--- config.mk ---
export PLATFORM = sky130hd
export DESIGN_NAME = cpu0_fetch_unit
export DESIGN_NICKNAME = d
export VERILOG_FILES = /design/src/rtl/cpu0_pkg.sv /design/src/rtl/cpu0_ir_decode.sv /design/src/rtl/cpu0_fetch_unit.sv
export SDC_FILE = /design/constraint.sdc
export NUM_CORES = 1
export LEC_CHECK = 0
export CORE_MARGIN = 2
export CORE_UTILIZATION = 29
export DETAILED_ROUTE_END_ITERATION = 7
export GPL_ROUTABILITY_DRIVEN = 1
export PLACE_DENSITY = 0.61
export SLEW_MARGIN = 10
export SYNTH_ARGS = -nofsm -noshare
export SYNTH_HDL_FRONTEND = slang
export SYNTH_SLANG_ARGS = --single-unit
--- constraint.sdc ---
create_clock -name clock -period 2.17 [get_ports clock]
set_input_delay 0.434 -clock clock [delete_from_list [all_inputs] [get_ports clock]]
set_output_delay 0.434 -clock clock [all_outputs]
set_load 0.005 [all_outputs]
--- src/rtl/cpu0_pkg.sv ---
// Shared definitions for the CPU0 fetch path: opcodes, fetch FSM states and fault codes.
package cpu0_pkg;

  localparam logic [7:0] LD  = 8'h00;
  localparam logic [7:0] ST  = 8'h01;
  localparam logic [7:0] ADD = 8'h13;
  localparam logic [7:0] JMP = 8'h26;

  typedef enum logic [1:0] {
    FETCH = 2'd0,
    HOLD  = 2'd1,
    ERR   = 2'd2
  } fetch_state_t;

  localparam logic [1:0] ERR_NONE    = 2'b00;
  localparam logic [1:0] ERR_TIMEOUT = 2'b01;
  localparam logic [1:0] ERR_ALIGN   = 2'b10;

  // Instructions are word-sized, so a legal fetch address has its two low bits clear.
  function automatic logic is_aligned(input logic [1:0] lsb);
    return (lsb == 2'b00);
  endfunction

endpackage

--- src/rtl/cpu0_ir_decode.sv ---
// Combinational field slicing of a CPU0 instruction word; shared by fetch and control.
module cpu0_ir_decode (
  input  logic [31:0] ir,
  output logic [7:0]  op,
  output logic [3:0]  ra,
  output logic [3:0]  rb,
  output logic [3:0]  rc,
  output logic [11:0] cx12,
  output logic [15:0] cx16,
  output logic [23:0] cx24
);

  assign op   = ir[31:24];
  assign ra   = ir[23:20];
  assign rb   = ir[19:16];
  assign rc   = ir[15:12];
  assign cx12 = ir[11:0];
  assign cx16 = ir[15:0];
  assign cx24 = ir[23:0];

endmodule

--- src/rtl/cpu0_fetch_unit.sv ---
// Multicycle CPU0 fetch stage: handshaked memory read, instruction register, redirect and watchdog.
// Optional misaligned-redirect/reset-PC fault enabled by defining CPU0_FETCH_ALIGN_CHK_EN.
module cpu0_fetch_unit
  import cpu0_pkg::*;
#(
  parameter int             AW       = 32,
  parameter int             DW       = 32,
  parameter logic [AW-1:0]  RESET_PC = '0,
  parameter int             TIMEOUT  = 16,
  parameter int             CNT_W    = 16
) (
  input  logic              clock,
  input  logic              reset,
  output logic [AW-1:0]     abus,
  output logic              m_en,
  output logic              m_rw,
  input  logic [DW-1:0]     dbus,
  input  logic              m_ack,
  output logic              ir_valid,
  input  logic              ir_ready,
  output logic [DW-1:0]     ir,
  output logic [7:0]        op,
  output logic [3:0]        ra,
  output logic [3:0]        rb,
  output logic [3:0]        rc,
  output logic [11:0]       cx12,
  output logic [15:0]       cx16,
  output logic [23:0]       cx24,
  output logic [AW-1:0]     pc,
  input  logic              br_valid,
  input  logic [AW-1:0]     br_target,
  output logic              err,
  output logic [1:0]        err_code,
  output logic [CNT_W-1:0]  instr_cnt,
  output fetch_state_t      fsm_state
);

  // Handshake: memory read completes in a cycle with m_en=1 and m_ack=1;
  // execute takes ir in a cycle with ir_valid=1 and ir_ready=1.

`ifdef CPU0_FETCH_ALIGN_CHK_EN
  localparam bit ALIGN_CHK = 1'b1;
`else
  localparam bit ALIGN_CHK = 1'b0;
`endif

  localparam int WCW = $clog2(TIMEOUT) + 1;
  localparam logic [WCW-1:0] WAIT_LAST = WCW'(TIMEOUT - 1);

  fetch_state_t   state;
  logic [WCW-1:0] wcnt;

  assign abus      = pc;
  assign m_rw      = 1'b1;
  assign m_en      = (state == FETCH) && !reset;
  assign ir_valid  = (state == HOLD) && !reset;
  assign fsm_state = state;

  always_ff @(posedge clock) begin
    if (reset) begin
      pc        <= RESET_PC;
      ir        <= '0;
      state     <= FETCH;
      err       <= 1'b0;
      err_code  <= ERR_NONE;
      instr_cnt <= '0;
      wcnt      <= '0;
      if (ALIGN_CHK && !is_aligned(RESET_PC[1:0])) begin
        state    <= ERR;
        err      <= 1'b1;
        err_code <= ERR_ALIGN;
      end
    end else begin
      case (state)
        FETCH: begin
          // A redirect wins over a completing read; the fetched word is dropped.
          if (br_valid) begin
            pc   <= br_target;
            wcnt <= '0;
            if (ALIGN_CHK && !is_aligned(br_target[1:0])) begin
              state    <= ERR;
              err      <= 1'b1;
              err_code <= ERR_ALIGN;
            end else begin
              state <= FETCH;
            end
          end else if (m_ack) begin
            ir    <= dbus;
            state <= HOLD;
            wcnt  <= '0;
          end else if (wcnt == WAIT_LAST) begin
            state    <= ERR;
            err      <= 1'b1;
            err_code <= ERR_TIMEOUT;
          end else begin
            wcnt <= wcnt + WCW'(1);
          end
        end
        HOLD: begin
          // The hand-off counts even when a redirect replaces the sequential PC.
          if (ir_ready) begin
            instr_cnt <= instr_cnt + CNT_W'(1);
          end
          if (br_valid) begin
            pc   <= br_target;
            wcnt <= '0;
            if (ALIGN_CHK && !is_aligned(br_target[1:0])) begin
              state    <= ERR;
              err      <= 1'b1;
              err_code <= ERR_ALIGN;
            end else begin
              state <= FETCH;
            end
          end else if (ir_ready) begin
            pc    <= pc + AW'(4);
            wcnt  <= '0;
            state <= FETCH;
          end
        end
        ERR: begin
          state <= ERR;
        end
        default: begin
          state <= FETCH;
          wcnt  <= '0;
        end
      endcase
    end
  end

  cpu0_ir_decode u_decode (
    .ir   (ir[31:0]),
    .op   (op),
    .ra   (ra),
    .rb   (rb),
    .rc   (rc),
    .cx12 (cx12),
    .cx16 (cx16),
    .cx24 (cx24)
  );

endmodule
Word level (Yosys, flattened, before mapping)
Cells that the tools add are included.
{"block": "totals", "regBits": 88, "inputBits": 69}
{"block": "op_classes", "add_sub_neg": 3, "n_eq_ne": 7, "n_mux": 16, "n_reduce_logical": 11, "bitwise_logic": 3}
{"op": "$mux 32", "count": 3}
{"op": "$pmux 32 s2", "count": 1}
{"op": "$add 32x3->32 const B", "count": 1}
{"op": "$mux 5", "count": 5}
{"op": "$add 16x1->16 const B", "count": 1}
{"op": "$pmux 5 s3", "count": 1}
{"op": "$mux 2", "count": 5}
{"op": "$reduce_and 3->1", "count": 3}
{"op": "$pmux 2 s3", "count": 1}
{"op": "$add 5x1->5 const B", "count": 1}
{"op": "$eq 5x4->1 const B", "count": 1}
{"op": "$ne 4x3->1 const B", "count": 1}
{"op": "$ne 4x4->1 const B", "count": 1}
{"op": "$reduce_and 2->1", "count": 2}
{"op": "$reduce_and 4->1", "count": 1}
{"op": "$ne 3x3->1 const B", "count": 1}
{"op": "$not 1->1", "count": 3}
{"op": "$eq 2x1->1 const B", "count": 1}
{"op": "$eq 2x2->1 const B", "count": 1}
{"op": "$logic_and 1x1->1", "count": 2}
{"op": "$logic_not 2->1", "count": 1}
{"op": "$ne 2x2->1 const B", "count": 1}
{"op": "$reduce_bool 2->1", "count": 1}
{"op": "$logic_not 1->1", "count": 1}

Logic depth before layout (Yosys ltp)
Gate-level depths: netlist of the first run.
{"block": "logic_depth", "depth_word": 5, "depth_mapped": 8, "mapped_depth_nobuf": 8}

Cells and area by module
From an unflattened synthesis of the first run, not the netlist that was laid out.
{"block": "hier_totals", "cells_unflattened": 655, "hier_area_um2": 5016.1}
{"mod": "cpu0_fetch_unit", "n_inst": 1, "cells_each": 583, "area_per_inst_um2": 4475.5}
{"mod": "cpu0_ir_decode", "n_inst": 1, "cells_each": 72, "area_per_inst_um2": 540.5}

Worst setup path before layout of the first run
Ideal clock, no wire load.
{"block": "synth_timing", "path_kind": "register to register", "startpoint": "reg pc[2], in the netlist abus[2]", "endpoint": "reg pc[24], in the netlist abus[24]", "n_path_buf": 0, "t_arrival_ns": 2.226, "required_ns": 2.096, "period_less_slack_ns": 2.300, "path_stages_with_launch": 7, "path_slack_ns": -0.130, "setup_time_ns": 0.074, "path_cell_list": "dfxtp_1 -> ha_1 -> nand3_2 -> or4_4 -> or4_4 -> mux2_4 -> a31oi_1"}
{"block": "synth_between", "elab_chain_len": 4}
{"element": "start: declaration", "line_no": "cpu0_fetch_unit.sv:29", "source": "output logic [AW-1:0] pc,"}
{"element": "start signal: assignment", "line_no": "cpu0_fetch_unit.sv:78", "source": "pc <= br_target;"}
{"element": "start signal: assignment", "line_no": "cpu0_fetch_unit.sv:105", "source": "pc <= br_target;"}
{"element": "start signal: assignment", "line_no": "cpu0_fetch_unit.sv:115", "source": "pc <= pc + AW'(4);"}
{"element": "$add 32x3->32", "line_no": "cpu0_fetch_unit.sv:115"}
{"element": "$mux 32", "line_no": "cpu0_fetch_unit.sv:114", "source": "end else if (ir_ready) begin"}
{"element": "$mux 32", "line_no": "cpu0_fetch_unit.sv:104", "source": "if (br_valid) begin"}
{"element": "$pmux 32 s2", "line_no": "cpu0_fetch_unit.sv:74", "source": "case (state)"}
Every way passes these cells. The select of a mux whose other input is x is not followed.
A chain may end at the register's enable or synchronous reset.

Worst setup path in the final report of the first run
Ends and elaborated chain as after synthesis.

==> results.md, run 1 <==
* # DRC at 0
* Largest net degree at the start of global routing at 50
* Failing checks: setup timing
* Ports at 261
* Critical path class: reg2reg
* Seq pwr share at 43.4%
* Antenna fix cells at 0
* Longest Clk Path Bufs at 2
* Row count at 47
* Pleak at 2.760 nW
* Clock Sinks at 88
* CTS Hold Bufs at 0
* Initial antenna violation count at 0
* Die Y at 135.2 um
* Minimum clock period at 2191 ps
* Die W at 135.2 um
* RSZ-0062 raised after global routing: yes
* H-tree levels at 3
* Setup violations, final at 1
* Most common cell after layout, fill and taps aside: clkdlybuf4s50_1
* Combinational power share at 21.5%
* Worst setup path start: abus[2]$_SDFFE_PP0P_
* Max transition margin at 64.47%
* FFs w/ async S/R, synth at 0%
* Fin crit share at 101.0%
* Placed wire-length estimate at 12.25 mm
* Mean post-synth cell area at 7.671 um2
* Pins Over Slew Limit at 0
* Hold Crit Class: reg2reg
* First DRT Iteration DRCs at 280
* Syn nets at 724
* First-pass GRT wire length at 24.95 mm
* Power Density at 528.1 nW/um2
* Critical-path maximum fanout at 2
* Starting Density at 29.90%
* Placed cells at 1043
* FF-to-FF Start: abus[2]$_SDFFE_PP0P_
* Worst EP arrival at 2450 ps
* Clk Tree Root Cell: clkbuf_16
* Total global routing track utilization at 17.20%
* Final #Nets at 907
* Routed wire length at 16.23 mm
* Hold Crit Start: ir[27]$_SDFFE_PP0P_
* Core ar. at 16700 um2
* Clk Latency, worst-skew pair at 340 ps
* Netlist Area Pre-Place at 4994 um2
* Routed Antenna Nets at 0
* Most frequent cells in the layout: clkdlybuf4s50_1, nand2_1, dfxtp_1, a21oi_1, buf_4
* 1st-pass router iterations at 4
* GR Overflow Total at 0
* Setup crit start kind: flip-flop
* Vias in the first global route at 4540
* Fill cells at 1699
* Max Clock Freq at 0.4564 GHz
* TritonCTS clock tree: done
* Status: finished, violations left
* Vias/cell at 4.742
* Sequential area share after synthesis at 35.28%
* Share of layout cells above drive strength 1 at 11.68%
* Peak supply drop at 0.0003640 V
* Data required time at the worst endpoint at 2430 ps
* CP Capture Type: flip-flop
* Post-DR wirelength/cell at 15.32 um
* Clk_skew at 7.172 ps
* Synth Instances at 651
* Int Pwr at 3.038 mW
* Yosys reg bits at 88
* Slowest stage delay, CP at 540 ps
* Setup ws final at -21.17 ps
* Warnings, synthesis at 0
* Clk pwr share at 35.1%
* Fin. Hold Viols at 0
* Area growth, synth to finish at 54.77%
* Die ar. at 18280 um2
* Crit-path cells: ha_4, nand3_4, or4_4, or4_4, mux2_4, a31oi_1
* Dominant synthesized flop cell: dfxtp_1
* Number of synthesized flops with an enable pin at 0
* Min Hold Slack at 467.2 ps
* IO buf count at 258
* Clock transition at path regs at 60 ps
* Switching portion of total power at 25.56%
* Net Switching at 1.043 mW
* GP Congestion at 0.8042
* Slowest CP cell: or4_4
* Synth unique cells at 56
* Postcts setup bufs at 0
* Routed vias at 5022
* Final non-filler cell total at 1059
* CP most frequent cell: or4_4
* TritonCTS Buffers at 9
* Slew @ Worst Pin at 532.9 ps
* # Max-Cap Violations at 0
## repair_timing
item,in CTS,in global routing
hold endpoints to repair,0,0
resized for setup,1,11
setup endpoints to repair,2,9
pin swaps,0,3
## metal layers
| layer | global-route usage [%] | up-vias | part of all wire, % |
|---|---|---|---|
| met5 | 0 | - | 0 |
| met4 | 5.324 | 0 | 0.89 |
| met3 | 3.255 | 9 | 7.1 |
| met2 | 28.00 | 194 | 48 |
| met1 | 23.10 | 2317 | 44 |
| li1 | - | 2502 | - |
## synth_stat cells (2+ instances only)
cell | instances | area, um2
nand3b_1 | 3 | 22.52
ha_1 | 4 | 50.05
buf_1 | 2 | 7.510
or4_1 | 3 | 22.52
a22oi_1 | 3 | 22.52
conb_1 | 2 | 7.510
mux2i_1 | 5 | 50.05
nor4_1 | 11 | 68.82
or3_1 | 2 | 12.51
nor2_1 | 58 | 217.7
buf_4 | 107 | 803.3
a211oi_1 | 7 | 52.55
and3_1 | 7 | 43.79
and4_1 | 3 | 26.28
nand3_1 | 15 | 75.07
o221ai_1 | 2 | 17.52
o22ai_1 | 6 | 37.54
nand4b_1 | 2 | 17.52
o31ai_1 | 3 | 22.52
or4_4 | 2 | 22.52
dfxtp_1 | 88 | 1762
a32oi_1 | 7 | 61.31
xnor2_1 | 6 | 52.55
inv_1 | 12 | 45.04
clkbuf_1 | 37 | 138.9
o21ai_0 | 13 | 65.06
o21bai_1 | 2 | 15.01
o21a_1 | 4 | 30.03
a31oi_1 | 2 | 12.51
and2_1 | 2 | 12.51
nand2b_1 | 2 | 12.51
nor2b_1 | 2 | 12.51
nor4b_1 | 2 | 17.52
or3b_2 | 2 | 17.52
xor2_1 | 12 | 105.1
a21oi_1 | 59 | 295.3
nor3_1 | 17 | 85.08
nand4_1 | 16 | 100.1
o32ai_1 | 4 | 35.03
nor3b_1 | 2 | 15.01
nand2_1 | 98 | 367.9
## worst max-delay path, delay by kind of cell, from the launching register on
kind	cells	cell delay (ps)
DFF	1	360
muxes	1	310
adders and majority gates	1	150
AOI/OAI and AO/OA	1	130
and+or+nand+nor	3	1160
## flip-flops by register name (all words and copies together), names as in the netlist
signal	count
wcnt	5
fsm_state	2
instr_cnt	16
abus	32
err	1
ir	32
## final cells by class
class / count / area [um2] / share of cell area [%]
inverters: 12 / 45.04 / 0.5828
multi-input cells: 404 / 2300 / 29.76
clock buffers: 12 / 246.5 / 3.189
flip-flops and latches: 88 / 1769 / 22.89
well taps: 220 / 275.3 / 3.562
clock inverters: 4 / 20.02 / 0.2590
repair buffers: 319 / 3073 / 39.76
## power groups by stage
stage          Sequential [mW]  Clock (mW)  Combinational, mW
6_report                  1.77        1.43              0.876
3_5_place_dp              1.81           0              0.878
2_1_floorplan             1.82           0              0.371
4_1_cts                   1.77        1.50              0.883
3_3_place_gp              1.80           0              0.877
5_1_grt                   1.78        1.57              0.950
## metrics by stage
| step | TNS [ps] | instance area, um2 | worst slack [ps] | total power [mW] | utilization [%] |
|---|---|---|---|---|---|
| floorplan | 0 | 5011 | 4.349 | 2.187 | - |
| global placement | -2276 | 7411 | -177.2 | 2.682 | 44.37 |
| detailed placement | -3313 | 7411 | -231.9 | 2.686 | 44.37 |
| CTS | -41.66 | 7679 | -41.66 | 4.152 | 45.98 |
| global route | -68.85 | 7729 | -68.85 | 4.299 | 46.28 |
| finish | -21.17 | 7729 | -21.17 | 4.081 | 46.28 |
## cell families (layout without fill, tap and decap cells)
| family | after synthesis | after routing | share of synthesized area, % |
|---|---|---|---|
| muxes | 7 | 7 | 1.528 |
| other | 2 | 2 | 0.1504 |
| xor gates and xnor gates | 18 | 18 | 3.157 |
| buffers and inverters | 159 | 347 | 20.02 |
| AOI/OAI and AO/OA | 119 | 119 | 14.56 |
| DFF | 88 | 88 | 35.28 |
| and+or+nand+nor | 254 | 254 | 24.30 |
| adders and majority gates | 4 | 4 | 1.002 |
## worst paths after layout
path,endpoint,cells after the start,slack (ps)
max,abus[24]$_SDFFE_PP0P_,6,-20
max reg2reg,abus[24]$_SDFFE_PP0P_,6,-20
min,ir[27]$_SDFFE_PP0P_,2,470
min reg2reg,ir[27]$_SDFFE_PP0P_,2,470
Power figures use the tool's default switching activity.
==> run 2, diff against run 1 <==
--- a/config.mk
+++ b/config.mk
@@ -5,6 +5,7 @@
 export SDC_FILE = /design/constraint.sdc
 export NUM_CORES = 1
 export LEC_CHECK = 0
+export ABC_CLOCK_PERIOD_IN_PS = 2170
 export CORE_MARGIN = 2
 export CORE_UTILIZATION = 29
 export DETAILED_ROUTE_END_ITERATION = 7
@@ -13,4 +14,5 @@
 export SLEW_MARGIN = 10
 export SYNTH_ARGS = -nofsm -noshare
 export SYNTH_HDL_FRONTEND = slang
+export SYNTH_HIERARCHICAL = 1
 export SYNTH_SLANG_ARGS = --single-unit
==> results.md, run 2 <==
* Register area at 1763 um2 (-0.35%)
* Ports at 261 (unchanged)
* Longest Clk Path Bufs at 2 (unchanged)
* CP Capture Type: primary output
* Yosys reg bits at 88 (unchanged)
* Peak supply drop at 0.0003614 V (-0.72%)
* Antenna fix cells at 0 (unchanged)
* TritonCTS Buffers at 9 (unchanged)
* Die Y at 135.5 um (+0.22%)
* Worst EP arrival at 1570 ps (-880 ps)
* Slew @ Worst Pin at 539.5 ps (+6.637 ps)
* Initial antenna violation count at 0 (unchanged)
* Fill cells at 1771 (+4.2%)
* Post-DR wirelength/cell at 15.14 um (-1.2%)
* GP Congestion at 0.8288 (+3.1%)
* Main area contributors after synthesis: dfxtp_1, buf_4, nand2_1, a21oi_1, nor2_1
* Crit-path cells: buf_4, clkdlybuf4s50_1
* Setup violations, final at 0 (-1)
* Synth Instances at 655 (+0.61%)
* Setup crit start kind: flip-flop
* Top-count cell post-synth: buf_4
* Hold path depth at 2 (unchanged)
* Kind of cell adding the most delay to the critical path: buffers and inverters
* Synth area leader: dfxtp_1
* # DRC at 0 (unchanged)
* Data required time at the worst endpoint at 1740 ps (-690 ps)
* FFs w/ async S/R, synth at 0% (unchanged)
* First-pass GRT wire length at 24.21 mm (-3.0%)
* Pleak at 2.735 nW (-0.91%)
* Clk Tree Root Cell: clkbuf_16
* Dominant synthesized flop cell: dfxtp_1
* Status: finished, final reports clean
* Sequential area share after synthesis at 35.12% (-0.16 points)
* Share of layout cells above drive strength 1 at 8.606% (-3.1 points)
* Slowest stage delay, CP at 580 ps (+40 ps)
* Met1 Usage GRT at 20.92% (-2.2 points)
* Vias/cell at 4.754 (+0.25%)
* Top post-synthesis cells by count: buf_4, nand2_1, dfxtp_1, a21oi_1, nor2_1
* Routed vias at 4992 (-0.60%)
* Placed wire-length estimate at 11.77 mm (-3.9%)
* Synth unique cells at 63 (+13%)
* Min Hold Slack at 476.4 ps (+9.190 ps)
* Max Clock Freq at 0.4996 GHz (+9.5%)
* Starting Density at 29.31% (-0.59 points)
* Number of stages on the worst setup path at 2 (-4)
* RSZ-0062 raised after global routing: no
* Final #Nets at 893 (-1.5%)
* GR met2 Demand/Resource at 28.51% (+0.51 points)
* Netlist Area Pre-Place at 5016 um2 (+0.45%)
* Postcts setup bufs at 0 (unchanged)
* First DRT Iteration DRCs at 278 (-0.71%)
* Critical path class: reg2out
* Most frequent cells in the layout: clkdlybuf4s50_1, nand2_1, dfxtp_1, a21oi_1, nor2_1
* GR met3 Demand/Resource at 2.993% (-0.26 points)
* Mean post-synth cell area at 7.658 um2 (-0.16%)
* Max transition margin at 64.03% (-0.44 points)
* Share of the synthesized area in the top cell type at 35.12% (-0.16 points)
* Vias in the first global route at 4543 (+0.066%)
* IO buf count at 258 (unchanged)
* GR peak layer: met2
* Power Density at 574.8 nW/um2 (+8.9%)
* Die W at 135.5 um (+0.22%)
* Row count at 48 (+2.1%)
* H-tree levels at 3 (unchanged)
* Die ar. at 18360 um2 (+0.44%)
* Clock transition at path regs at 70 ps (about the same)
* Pins Over Slew Limit at 0 (unchanged)
* GR Overflow Total at 0 (unchanged)
* Slowest CP cell: clkdlybuf4s50_1
* Minimum clock period at 2002 ps (-189.6 ps)
* Clk Latency, worst-skew pair at 350 ps (about the same)
* Number of synthesized flops with an enable pin at 0 (unchanged)
* Fin. Hold Viols at 0 (unchanged)
* # Max-Cap Violations at 0 (unchanged)
* Fin crit share at 92.24% (-8.7 points)
* Clk_skew at 7.489 ps (+0.3168 ps)
* TritonCTS clock tree: done
* Final core area utilization at 44.58% (-1.7 points)
* Hold Crit Class: reg2reg
* Area of the multi-input gates at 2296 um2 (-0.16%)
* Syn nets at 728 (+0.55%)
* Clock Sinks at 88 (unchanged)
* Most common cell after layout, fill and taps aside: clkdlybuf4s50_1
* Worst r2r path cells at 5 (-1)
* Area growth, synth to finish at 52.13%
* Routed Antenna Nets at 0 (unchanged)
* Routed wire length at 15.90 mm (-2.0%)
* Buffers & Inverters on Critical Path at 2 (+2)
* Warnings, synthesis at 6 (+6)
* Total global routing track utilization at 16.79% (-0.41 points)
* Largest net degree at the start of global routing at 48 (-4.0%)
* Core ar. at 17120 um2 (+2.5%)
* 1st-pass router iterations at 4 (unchanged)
* Critical-path maximum fanout at 11 (+9)
run 2: cell type report:
cell class                      count  share of cell area (%)
Timing Repair Buffer              300                   38.40
Multi-Input combinational cell    416                   30.09
Sequential cell                    88                   23.10
Tap cell                          225                   3.689
Clock buffer                       12                   3.492
Clock inverter                      4                  0.9838
Inverter                            5                  0.2459
run 2: repair_timing:
action                     4_1_cts  5_1_grt
resized for setup                0        1
hold buffers                     0        0
setup endpoints to repair        0        1
run 2: worst register-to-register path, stage by stage (launching register included):
cell     delay, ps
dfxtp_1        490
and3_1         320
nand4_2        280
nor3_1         400
a22oi_1        120
o32ai_1        240
run 2: final timing paths:
kind | endpoint | slack (ps) | from
max | fsm_state[0] | 170 | fsm_state[0]$_SDFFE_PP0P_
min reg2reg | ir[28]$_SDFFE_PP0P_ | 480 | ir[28]$_SDFFE_PP0P_
max reg2reg | abus[26]$_SDFFE_PP0P_ | 230 | abus[9]$_SDFFE_PP0P_
min | ir[28]$_SDFFE_PP0P_ | 480 | ir[28]$_SDFFE_PP0P_
run 2: cells by family after synthesis:
family                   synth area share [%]
flip-flops                              35.12
AO/OA/AOI/OAI                           16.34
adder cells (fa/ha/maj)                0.9978
other                                  0.1497
buffers and inverters                   19.46
AND/OR/NAND/NOR                         25.07
XOR/XNOR                                2.270
multiplexers                           0.5987
run 2: through the flow:
stage | instance area (um2) | worst slack, ps | std cells | power [mW] | TNS (ps)
floorplan | 5016 | 362.8 | 655 | 2.176 | 0
global placement | 7288 | 3.537 | 1034 | 2.629 | 0
detailed placement | 7288 | -20.66 | 1034 | 2.633 | -34.76
CTS | 7630 | 17.82 | 1050 | 4.444 | 0
global route | 7631 | 79.12 | 1050 | 4.583 | 0
finish | 7631 | 168.4 | 1050 | 4.387 | 0
run 2: routing by layer:
layer | vias up | wire length, um
met5 | - | 0
met1 | 2295 | 6754
met3 | 21 | 1082
li1 | 2485 | -
met2 | 191 | 7747
met4 | 0 | 318
run 2: power by group:
| part | switching [mW] | total [mW] | internal [mW] |
|---|---|---|---|
| Sequential | 0.0921 | 1.78 | 1.69 |
| Combinational | 0.296 | 0.811 | 0.514 |
| Clock | 0.691 | 1.80 | 1.10 |
| Total | 1.08 | 4.39 | 3.31 |
==> run 3, diff against run 2 <==
--- a/config.mk
+++ b/config.mk
@@ -11,7 +11,7 @@
 export DETAILED_ROUTE_END_ITERATION = 7
 export GPL_ROUTABILITY_DRIVEN = 1
 export PLACE_DENSITY = 0.61
-export SLEW_MARGIN = 10
+export SLEW_MARGIN = 20
 export SYNTH_ARGS = -nofsm -noshare
 export SYNTH_HDL_FRONTEND = slang
 export SYNTH_HIERARCHICAL = 1
==> results of run 3 <==
The final DEF is identical to that of run 2; final timing and power are the same.
